[config.mk]
export PLATFORM = sky130hd
export DESIGN_NAME = fp_operand_loader
export DESIGN_NICKNAME = d
export VERILOG_FILES = /design/src/rtl/fp_operand_loader.sv
export SDC_FILE = /design/constraint.sdc
export NUM_CORES = 1
export LEC_CHECK = 0
export CAP_MARGIN = 20
export CORE_MARGIN = 5
export CORE_UTILIZATION = 50
export CTS_BUF_LIST = sky130_fd_sc_hd__clkbuf_2
export DETAILED_ROUTE_END_ITERATION = 7
export PLACE_DENSITY = 0.74
export SLEW_MARGIN = 5
export SYNTH_ARGS = -nofsm -noshare
export SYNTH_HDL_FRONTEND = slang
export SYNTH_SLANG_ARGS = --single-unit
[constraint.sdc]
create_clock -name clk -period 2.95 [get_ports clk]
set_input_delay 0.4425 -clock clk [delete_from_list [all_inputs] [get_ports clk]]
set_output_delay 0.4425 -clock clk [all_outputs]
set_load 0.02 [all_outputs]
[src/rtl/fp_operand_loader.sv]
// fp_operand_loader: builds the two 32-bit FP adder operands from an 8-bit
// switch bank and a single bouncy push-button. The button is synchronised and
// debounced, and each accepted press loads one byte, MSB first: A0..A3, then
// B0..B3. reg_A/reg_B are updated together on the eighth press and flagged by a
// one-cycle operands_valid pulse.
//
// Handshake: operands_valid is a push-only strobe with no ready. It is high for
// exactly one cycle, the cycle in which reg_A/reg_B first show the new pair. The
// consumer must take the pair in that cycle or read the held registers later.
module fp_operand_loader #(
    parameter int DEBOUNCE_CYCLES = 500000,
    parameter int CNT_W           = 20
) (
    input  logic        clk,
    input  logic        rst,
    input  logic        noisy_level,
    input  logic [7:0]  sw,
    output logic [31:0] reg_A,
    output logic [31:0] reg_B,
    output logic        operands_valid,
    output logic        entry_sel,
    output logic [1:0]  byte_idx,
    output logic        press
);

    // Terminal count: deb takes the new level on this count.
    localparam logic [CNT_W-1:0] CNT_LAST = CNT_W'(DEBOUNCE_CYCLES - 1);

    typedef enum logic [1:0] {
        ENTER  = 2'd0,
        COMMIT = 2'd1,
        DONE   = 2'd2
    } state_t;

    state_t            state;
    logic              sync_1;
    logic              sync_2;
    logic              deb;
    logic              deb_d;
    logic [CNT_W-1:0]  deb_cnt;
    logic [31:0]       shadow_a;
    logic [31:0]       shadow_b;

    // Byte k of a word is bits [31-8k : 24-8k]; byte 0 is the MSB.
    function automatic logic [31:0] put_byte(input logic [31:0] word,
                                             input logic [1:0]  k,
                                             input logic [7:0]  b);
        logic [31:0] r;
        r = word;
        case (k)
            2'd0:    r[31:24] = b;
            2'd1:    r[23:16] = b;
            2'd2:    r[15:8]  = b;
            default: r[7:0]   = b;
        endcase
        return r;
    endfunction

    // Two-flop synchroniser for the asynchronous button level.
    always_ff @(posedge clk or negedge rst) begin
        if (!rst) begin
            sync_1 <= 1'b0;
            sync_2 <= 1'b0;
        end else begin
            sync_1 <= noisy_level;
            sync_2 <= sync_1;
        end
    end

    // Debounce: deb adopts sync_2 only after DEBOUNCE_CYCLES consecutive
    // mismatching cycles; any agreement restarts the count.
    always_ff @(posedge clk or negedge rst) begin
        if (!rst) begin
            deb     <= 1'b0;
            deb_cnt <= '0;
        end else if (sync_2 == deb) begin
            deb_cnt <= '0;
        end else if (deb_cnt == CNT_LAST) begin
            deb     <= sync_2;
            deb_cnt <= '0;
        end else begin
            deb_cnt <= deb_cnt + CNT_W'(1);
        end
    end

    // Rising-edge detect on the debounced level; releases produce nothing.
    always_ff @(posedge clk or negedge rst) begin
        if (!rst) begin
            deb_d <= 1'b0;
            press <= 1'b0;
        end else begin
            deb_d <= deb;
            press <= deb & ~deb_d;
        end
    end

    // Entry sequencer: loads shadow bytes on each press and commits both
    // operands atomically on the last B byte.
    always_ff @(posedge clk or negedge rst) begin
        if (!rst) begin
            state          <= ENTER;
            reg_A          <= '0;
            reg_B          <= '0;
            shadow_a       <= '0;
            shadow_b       <= '0;
            operands_valid <= 1'b0;
            entry_sel      <= 1'b0;
            byte_idx       <= 2'd0;
        end else begin
            operands_valid <= 1'b0;
            case (state)
                ENTER: begin
                    if (press) begin
                        if (!entry_sel) begin
                            shadow_a <= put_byte(shadow_a, byte_idx, sw);
                            byte_idx <= byte_idx + 2'd1;
                            if (byte_idx == 2'd3) begin
                                entry_sel <= 1'b1;
                            end
                        end else begin
                            shadow_b <= put_byte(shadow_b, byte_idx, sw);
                            if (byte_idx == 2'd3) begin
                                // The final byte is still in flight to the shadow,
                                // so splice it straight into reg_B.
                                reg_A          <= shadow_a;
                                reg_B          <= {shadow_b[31:8], sw};
                                operands_valid <= 1'b1;
                                entry_sel      <= 1'b0;
                                byte_idx       <= 2'd0;
                                state          <= COMMIT;
                            end else begin
                                byte_idx <= byte_idx + 2'd1;
                            end
                        end
                    end
                end
                COMMIT: begin
                    entry_sel <= 1'b0;
                    byte_idx  <= 2'd0;
                    state     <= DONE;
                end
                DONE: begin
                    if (press) begin
                        shadow_a  <= put_byte(shadow_a, 2'd0, sw);
                        entry_sel <= 1'b0;
                        byte_idx  <= 2'd1;
                        state     <= ENTER;
                    end
                end
                default: begin
                    state <= ENTER;
                end
            endcase
        end
    end

endmodule

# [Word level (Yosys, flattened, before mapping)]
# Index checks and enable logic that the tools add are counted.
[classes] n_mux=29 n_reduce_logical=16 n_bitwise=6 mul=0 eq_ne=13 div=0 n_addsub=2 magnitude_cmp=0 n_shift=0
[op_table] op="32-bit two-way mux" count=3
[op_table] op="32-bit one-hot mux with 2 select lines" count=1
[op_table] op="20-bit two-way mux" count=2
[op_table] op="8-bit two-way mux" count=4
[op_table] op="20-bit by 1-bit adder with 20-bit output, second input constant" count=1
[op_table] op="20-bit by 19-bit equality test with 1-bit output, second input constant" count=1
[op_table] op="4-bit AND reduction" count=5
[op_table] op="5-bit AND reduction" count=4
[op_table] op="2-bit two-way mux" count=8
[op_table] op="2-bit one-hot mux with 3 select lines" count=2
[op_table] op="2-bit inequality test, second input constant" count=5
[op_table] op="1-bit two-way mux" count=8
[op_table] op="2-bit equality test, second input constant" count=3
[op_table] op="1-bit NOT" count=5
[op_table] op="2-bit by 1-bit equality test with 1-bit output, second input constant" count=2
[op_table] op="2-bit zero test" count=2
[op_table] op="1-bit one-hot mux with 3 select lines" count=1
[op_table] op="3-bit AND reduction" count=1
[op_table] op="3-bit nonzero test" count=1
[op_table] op="3-bit OR reduction" count=1
[op_table] op="2-bit by 1-bit adder with 2-bit output, second input constant" count=1
[op_table] op="2-bit by 1-bit inequality test with 1-bit output, second input constant" count=1
[op_table] op="2-bit AND reduction" count=1
[op_table] op="2-bit nonzero test" count=1
[op_table] op="other kinds (2)" count=2
[word_totals] elab_cells=85 latch_bits=0 romBits=0 mem_count=0 input_bits=11 out_inout_bits=69 regBits=151 mem_bits_rw=0

# [Longest topological paths before layout]
# Gate-level depths: netlist of run 1.
[depth] ltp_word=6 mapped_depth=7 mapped_depth_nobuf=6

# [Worst setup path after synthesis of run 1]
# OpenSTA, ideal clock, no wires.
[synth_path] path_kind="reg-to-reg" start="reg byte_idx[0]" end="reg reg_A[0]" required_ps=2825 setup_slack_ps=1194 arrival_ps=1631 setup_ps=125 period_less_slack_ps=1756 stages_incl_launch_ff=5 n_path_buf=1 cell_sequence="dfrtp_1 -> ha_1 -> nand4_1 -> buf_2 -> mux2_2"
[synth_via] elab_chain_len=2
[synth_rtl] element="start: declaration" line="22" text="output logic [1:0] byte_idx,"
[synth_rtl] element="start signal: assignment" line="116" text="byte_idx <= byte_idx + 2'd1;"
[synth_rtl] element="start signal: assignment" line="132" text="byte_idx <= byte_idx + 2'd1;"
[synth_rtl] element="2-bit equality test" line="122" text="if (byte_idx == 2'd3) begin"
[synth_rtl] element="4-bit AND reduction (no source line)"
[synth_rtl] element="end signal: assignment" line="125" text="reg_A <= shadow_a;"
[synth_rtl] element="end: declaration" line="18" text="output logic [31:0] reg_A,"
# No other way between the ends.
# A chain may end at the register's enable or synchronous reset.

# [Worst setup path in the final report of run 1]
[layout_path] start="reg press" end="out press"
[layout_lines] element="start: declaration" line="23" text="output logic press"
[layout_lines] element="start signal: assignment" line="93" text="press <= deb & ~deb_d;"
# No word-level cell between the ends.

==> summary.txt, run 1 <==
Status
  • Outcome: finished, final reports clean

Logic synthesis
  • Seq/Total Area, Yosys: 62.6%
  • Synth area leader: dfrtp_1
  • Top_reg_cell synth: dfrtp_1
  • Post-synth EDFFs: 0
  • Synth Warn #: 0
  • Post-synthesis cell type count: 36
  • Share of the synthesized area in the top cell type: 62.6%
  • Synthesized Nets: 431
  • Count leader, synth: dfrtp_1
  • Async set or reset register ratio after synthesis: 100%
  • Synthesized area: 6040 µm²
  • Synth area leaders: dfrtp_1 63%, mux2_2 23%, ha_1 2.3%
  • Synthesized flop and latch total: 151
  • Most frequent cells after synthesis: 151 x dfrtp_1, 122 x mux2_2, 15 x nor2_1, 13 x nand2_1
  • Synth Instances: 409
  • Syn Area/Cell: 14.8 µm²

Setup path
  • Slowest cell on the critical path: clkdlybuf4s50_1
  • Required @ worst endpoint: 2.51 ns
  • Largest delay share family, worst path: buffers and inverters
  • Worst Setup SP: press$_DFF_PN0_
  • CP max stage delay: 0.68 ns
  • Reg2reg end: shadow_b[19]$_DFFE_PN0P_
  • Reg2Reg Setup Slack: 0.98 ns
  • R2r startpoint: state[0]$_DFFE_PN0P_
  • Worst-path maximum fanout: 12
  • Setup CP Type: flop to primary output
  • Critical Path Source Type: flop
  • CP bufs+invs: 1
  • CP Data Arrival Time: 1.94 ns
  • Cell Chain, Critical Path: clkdlybuf4s50_1
  • Worst Setup End Kind: primary output
  • Reg2Reg Depth: 4

Die
  • Die X: 120 µm
  • Die ar.: 14400 µm²
  • Rows: 40
  • I/O Pins: 80
  • Starting Density: 50.7%
  • Core area: 11900 µm²
  • Die height: 120 µm

Power and ir drop
  • Leakage power: 3.32 nW
  • Max VDD drop: 0.196 mV
  • PD cells: 462 nW/µm²

Place
  • Placer Congestion: 0.828
  • Setup WS pre-CTS: 0.954 ns
  • Port Buffers: 79
  • Detailed Place HPWL: 8220 µm

Run
  • Number of max-cap violations: 0

Min path
  • WHS Endpoint: sync_1$_DFF_PN0_
  • Min-Delay Path Depth: 1
  • HP Class: input port to flop
  • HP Start: noisy_level

Cells and area
  • # fillers: 944
  • Fin nets: 523
  • Fraction of layout cells with a size suffix above 1: 32.0%
  • Antenna Cells: 0
  • Area Growth Syn to Fin: 19.2%

Route
  • DR iter-0 viols: 172
  • Routed WL per cell: 17.8 µm
  • Routed via count: 3571
  • Vias per std cell: 5.41
  • First-pass DRT Iterations: 4
  • ANT nets after route: 0
  • Final WL: 11700 µm
  • Drt drc: 0

STA
  • Slew Limit Fails: 0
  • Worst-margin pin slew: 0.754 ns
  • Fmax achieved: 420 MHz
  • Setup ws final: 0.568 ns
  • Period utilization: 80.7%
  • Setup-failing EPs final: 0
  • Fin Clk Skew: 0.0290 ns
  • Slew HR: 49.7%
  • RSZ-0062 raised after global routing: no
  • Post-Route Setup TNS: 0 ns
  • Crit path time final: 2.38 ns
  • Final hold violations: 0

Clock network
  • H-tree Lvls: 4
  • Clock-pin slew on the worst setup and hold paths: 0.17 ns
  • Clock root buffer: clkbuf_2
  • CTS tree: built
  • Later-pin clock latency in the skew report: 0.69 ns
  • Post-cts resize count: 0
  • Sink Count: 151
  • Total CTS buffers: 17
  • Longest Clk Path Bufs: 2

Global routing
  • Initial antenna violation count: 0
  • First-pass GRT wire length: 19500 µm
  • Total gr overflow: 0
  • Vias in the first global route: 3687
  • Gr usage total: 17.6%
  • Largest net degree at the start of global routing: 80
==> registers in the layout, summed over array words and instances, names as in the netlist, 2 cells and up <==
name      flops
reg_B        32
shadow_a     32
reg_A        32
state         2
deb_cnt      20
shadow_b     24
byte_idx      2
==> cell type report <==
cell class              instances  area [µm²]  share of cell area (%)
repair buffers                 85         840                    11.7
multi-input cells             239        2170                    30.1
clock inverters                13         114                    1.58
inverters                       7        26.3                   0.365
flip-flops and latches        151        3780                    52.5
clock buffers                  18        90.1                    1.25
well taps                     147         184                    2.55
==> worst max-delay path by stage <==
stage                                           to  slack (ns)  depth (start not counted)
after floorplan               reg_A[0]$_DFFE_PN0P_        1.19                          4
after global placement    shadow_b[20]$_DFFE_PN0P_        1.03                          4
after detailed placement  shadow_b[19]$_DFFE_PN0P_        0.95                          4
after CTS                                    press        0.46                          1
after global routing                     entry_sel        0.37                          1
final                                        press        0.57                          1
==> per-stage QoR <==
stage | total power [mW] | hold WS (ns) | cell area, µm² | utilization (%) | std cells
finish | 3.32 | 0.191 | 7200 | 60.4 | 660
global route | 3.49 | 0.0768 | 7200 | 60.4 | 660
CTS | 3.37 | 0.0926 | 7200 | 60.4 | 660
detailed placement | 2.34 | 0.336 | 6990 | 58.6 | 628
global placement | 2.33 | 0.333 | 6990 | 58.6 | 628
floorplan | 2.23 | 0.147 | 6040 | - | 409
==> placed cells by master, fill, tap and decap left out, types with 2 or more instances in the layout <==
master,count
dfrtp_1,151
mux2_2,122
clkdlybuf4s50_1,78
clkbuf_2,18
nor2_1,15
nand2_1,13
nand4_1,11
ha_1,11
xor2_1,10
o21ai_0,8
a21oi_1,8
inv_1,7
clkinv_2,7
nand3_1,5
buf_4,5
o31ai_1,4
or3_1,3
or4_1,3
clkinv_1,3
and4_1,2
and3_1,2
and2_1,2
xnor2_1,2
nor2b_1,2
nand3b_1,2
bufinv_16,2
==> cell families (layout without fill, tap and decap cells) <==
| kind of cell | count (synthesis) | count (layout) | synth area share (%) |
|---|---|---|---|
| xor gates and xnor gates | 12 | 12 | 1.74 |
| buffers and inverters | 19 | 123 | 1.55 |
| adders and majority gates | 11 | 11 | 2.28 |
| DFF | 151 | 151 | 62.6 |
| muxes | 122 | 122 | 22.7 |
| AOI/OAI and AO/OA | 24 | 24 | 2.34 |
| and+or+nand+nor | 70 | 70 | 6.77 |
==> where the power goes <==
group | total, mW | internal [mW] | switching (mW)
logic | 0.150 | 0.0608 | 0.0888
registers | 2.14 | 2.12 | 0.0238
clock network | 1.03 | 0.367 | 0.662
==> timing repair <==
action / in CTS / in global routing
endpoints found under the hold margin: 76 / 0
hold buffers: 1 / 0
setup buffers: 0 / 0
==> routing by layer <==
layer / GRT usage, % / routed length [µm] / part of all wire, % / up-vias
li1: - / - / - / 1653
met5: 0 / 0 / 0 / -
met2: 27.4 / 5720 / 49 / 73
met4: 5.87 / 133 / 1.1 / 0
met3: 5.04 / 458 / 3.9 / 13
met1: 23.9 / 5430 / 46 / 1832
(Power assumes the default switching activity.)
==> run 2, diff against run 1 <==
- clock period: 2.95 -> 2.2 ns (I/O delays scaled with it)
==> summary.txt, run 2 (synthesized netlist as in run 1, its figures left out) <==
Power and ir drop
  • Comb pwr share: 4.8%
  • Reg power frac: 66.3%
  • Int Pwr: 3.33 mW
  • Switching Fraction: 23.3%
  • Max VDD drop: 0.314 mV
  • Power Total: 4.34 mW
  • PD cells: 599 nW/µm²
  • Clock network fraction of design power: 28.9%
  • Leakage power: 3.38 nW
  • Net Switching: 1.01 mW

Route
  • DR iter-0 viols: 228
  • First-pass DRT Iterations: 4
  • Top Layer Used: met4
  • Routed WL per cell: 17.9 µm
  • Metal3 WL: 497 µm
  • Vias per std cell: 5.41
  • Final WL: 11900 µm
  • Metal-1 WL: 5210 µm
  • DR WL met2: 6010 µm
  • ANT nets after route: 0
  • Drt drc: 0
  • Routed via count: 3591

Clock network
  • CTS tree: built
  • Longest Clk Path Bufs: 2
  • Total CTS buffers: 17
  • Later-pin clock latency in the skew report: 0.70 ns
  • Sink Count: 151
  • H-tree Lvls: 4
  • Clock root buffer: clkbuf_2
  • Clock-pin slew on the worst setup and hold paths: 0.20 ns

Cells and area
  • Commonest non-fill, non-tap cells in the layout: 148 x dfrtp_1, 122 x mux2_2, 74 x clkdlybuf4s50_1, 22 x clkbuf_2, 15 x nor2_1
  • Area Growth Syn to Fin: 20.0%
  • Commonest non-fill, non-tap cell in the layout: dfrtp_1
  • Largest regs: reg_A (32), reg_B (32), shadow_a (32)
  • Fin nets: 528
  • Final cell count without fillers: 664
  • Antenna Cells: 0
  • Fraction of layout cells with a size suffix above 1: 32.5%

Setup path
  • CP max stage delay: 0.62 ns
  • Slowest cell on the critical path: clkdlybuf4s50_1
  • Cell Chain, Critical Path: clkdlybuf4s50_1
  • Setup CP Type: flop to primary output
  • Worst-path maximum fanout: 2
  • Critical Path Source Type: flop
  • CP bufs+invs: 1
  • Worst Setup End Kind: primary output
  • Required @ worst endpoint: 1.87 ns
  • Largest delay share family, worst path: buffers and inverters
  • CP Data Arrival Time: 1.72 ns

Place
  • Detailed Place HPWL: 8390 µm
  • Port Buffers: 79
  • Inst Count DP: 631
  • Placer Congestion: 0.821

Die
  • Die X: 120 µm
  • Starting Density: 50.7%
  • Die ar.: 14400 µm²
  • I/O Pins: 80
  • Rows: 40
  • Core area: 11900 µm²
  • Die height: 120 µm

STA
  • Fmax achieved: 487 MHz
  • RSZ-0062 raised after global routing: no
  • Period utilization: 93.3%
  • Slew HR: 62.2%
  • Fin Clk Skew: 0.0281 ns
  • Final hold violations: 0
  • Setup-failing EPs final: 0
  • Post-Route Setup TNS: 0 ns
  • Final Hold Slack: 0.0946 ns
  • Worst-margin pin slew: 0.565 ns
  • Crit path time final: 2.05 ns
  • Slew Limit Fails: 0

Global routing
  • Total gr overflow: 0
  • First-pass GRT wire length: 20000 µm
  • Largest net degree at the start of global routing: 63
  • Initial antenna violation count: 0
  • Vias in the first global route: 3798
  • Gr usage total: 18.1%

Run
  • Number of max-cap violations: 0

Status
  • Outcome: finished, final reports clean

Min path
  • HP Class: input port to asynchronous set/reset pin
## run 2: cell count changes in the layout (fill, tap and decap cells not counted), moves of 3 or more
cell,previous run,this run
dfrtp_1,151,148
buf_12,0,3
dfrtp_2,0,3
clkinv_2,7,2
clkdlybuf4s50_1,78,74
clkbuf_2,18,22
## run 2: cell type report
cell class | instances | area, µm²
Fill cell | 951 | 4660
Inverter | 7 | 26.3
Tap cell | 147 | 184
Sequential cell | 151 | 3780
Clock inverter | 8 | 58.8
Clock buffer | 22 | 110
Timing Repair Buffer | 90 | 920
Multi-Input combinational cell | 239 | 2170
## run 2: final timing paths
path	startpoint	slack [ns]	depth (start not counted)	endpoint
min	rst	0.09	2	shadow_b[25]$_DFFE_PN0P_
min reg2reg	sync_1$_DFF_PN0_	0.37	0	sync_2$_DFF_PN0_
max reg2reg	state[0]$_DFFE_PN0P_	0.28	6	shadow_a[16]$_DFFE_PN0P_
max	reg_B[23]$_DFFE_PN0P_	0.15	1	reg_B[23]
min in group clk	sync_1$_DFF_PN0_	0.37	0	sync_2$_DFF_PN0_
max in group asynchronous	rst	1.40	3	deb_cnt[16]$_DFF_PN0_
## run 2: power groups by stage
stage	clock network (mW)	logic (mW)	registers, mW
after floorplan	0	0.0676	2.93
after global placement	0	0.205	2.93
after detailed placement	0	0.212	2.93
after CTS	1.30	0.214	2.88
after global routing	1.43	0.234	2.89
final	1.25	0.209	2.88
## run 2: metrics by stage
step,area [µm²],util (%),worst slack [ns]
2_1_floorplan,6040,-,0.444
3_3_place_gp,7050,59.1,0.372
3_5_place_dp,7050,59.1,0.307
4_1_cts,7230,60.7,0.0449
5_1_grt,7250,60.9,0.00594
6_report,7250,60.9,0.147
## run 2: what timing repair did
item | in CTS | in global routing
resized for setup | 5 | 2
hold buffers | 1 | 1
hold endpoints to repair | 151 | 1
setup endpoints to repair | 4 | 2
setup buffers | 1 | 0
## run 2: metal layers
metal  track usage [%]  vias to the layer above
met5                 0                        -
met4              5.51                        0
met3              5.56                       17
met2              29.2                       81
met1              23.5                     1836
li1                  -                     1657
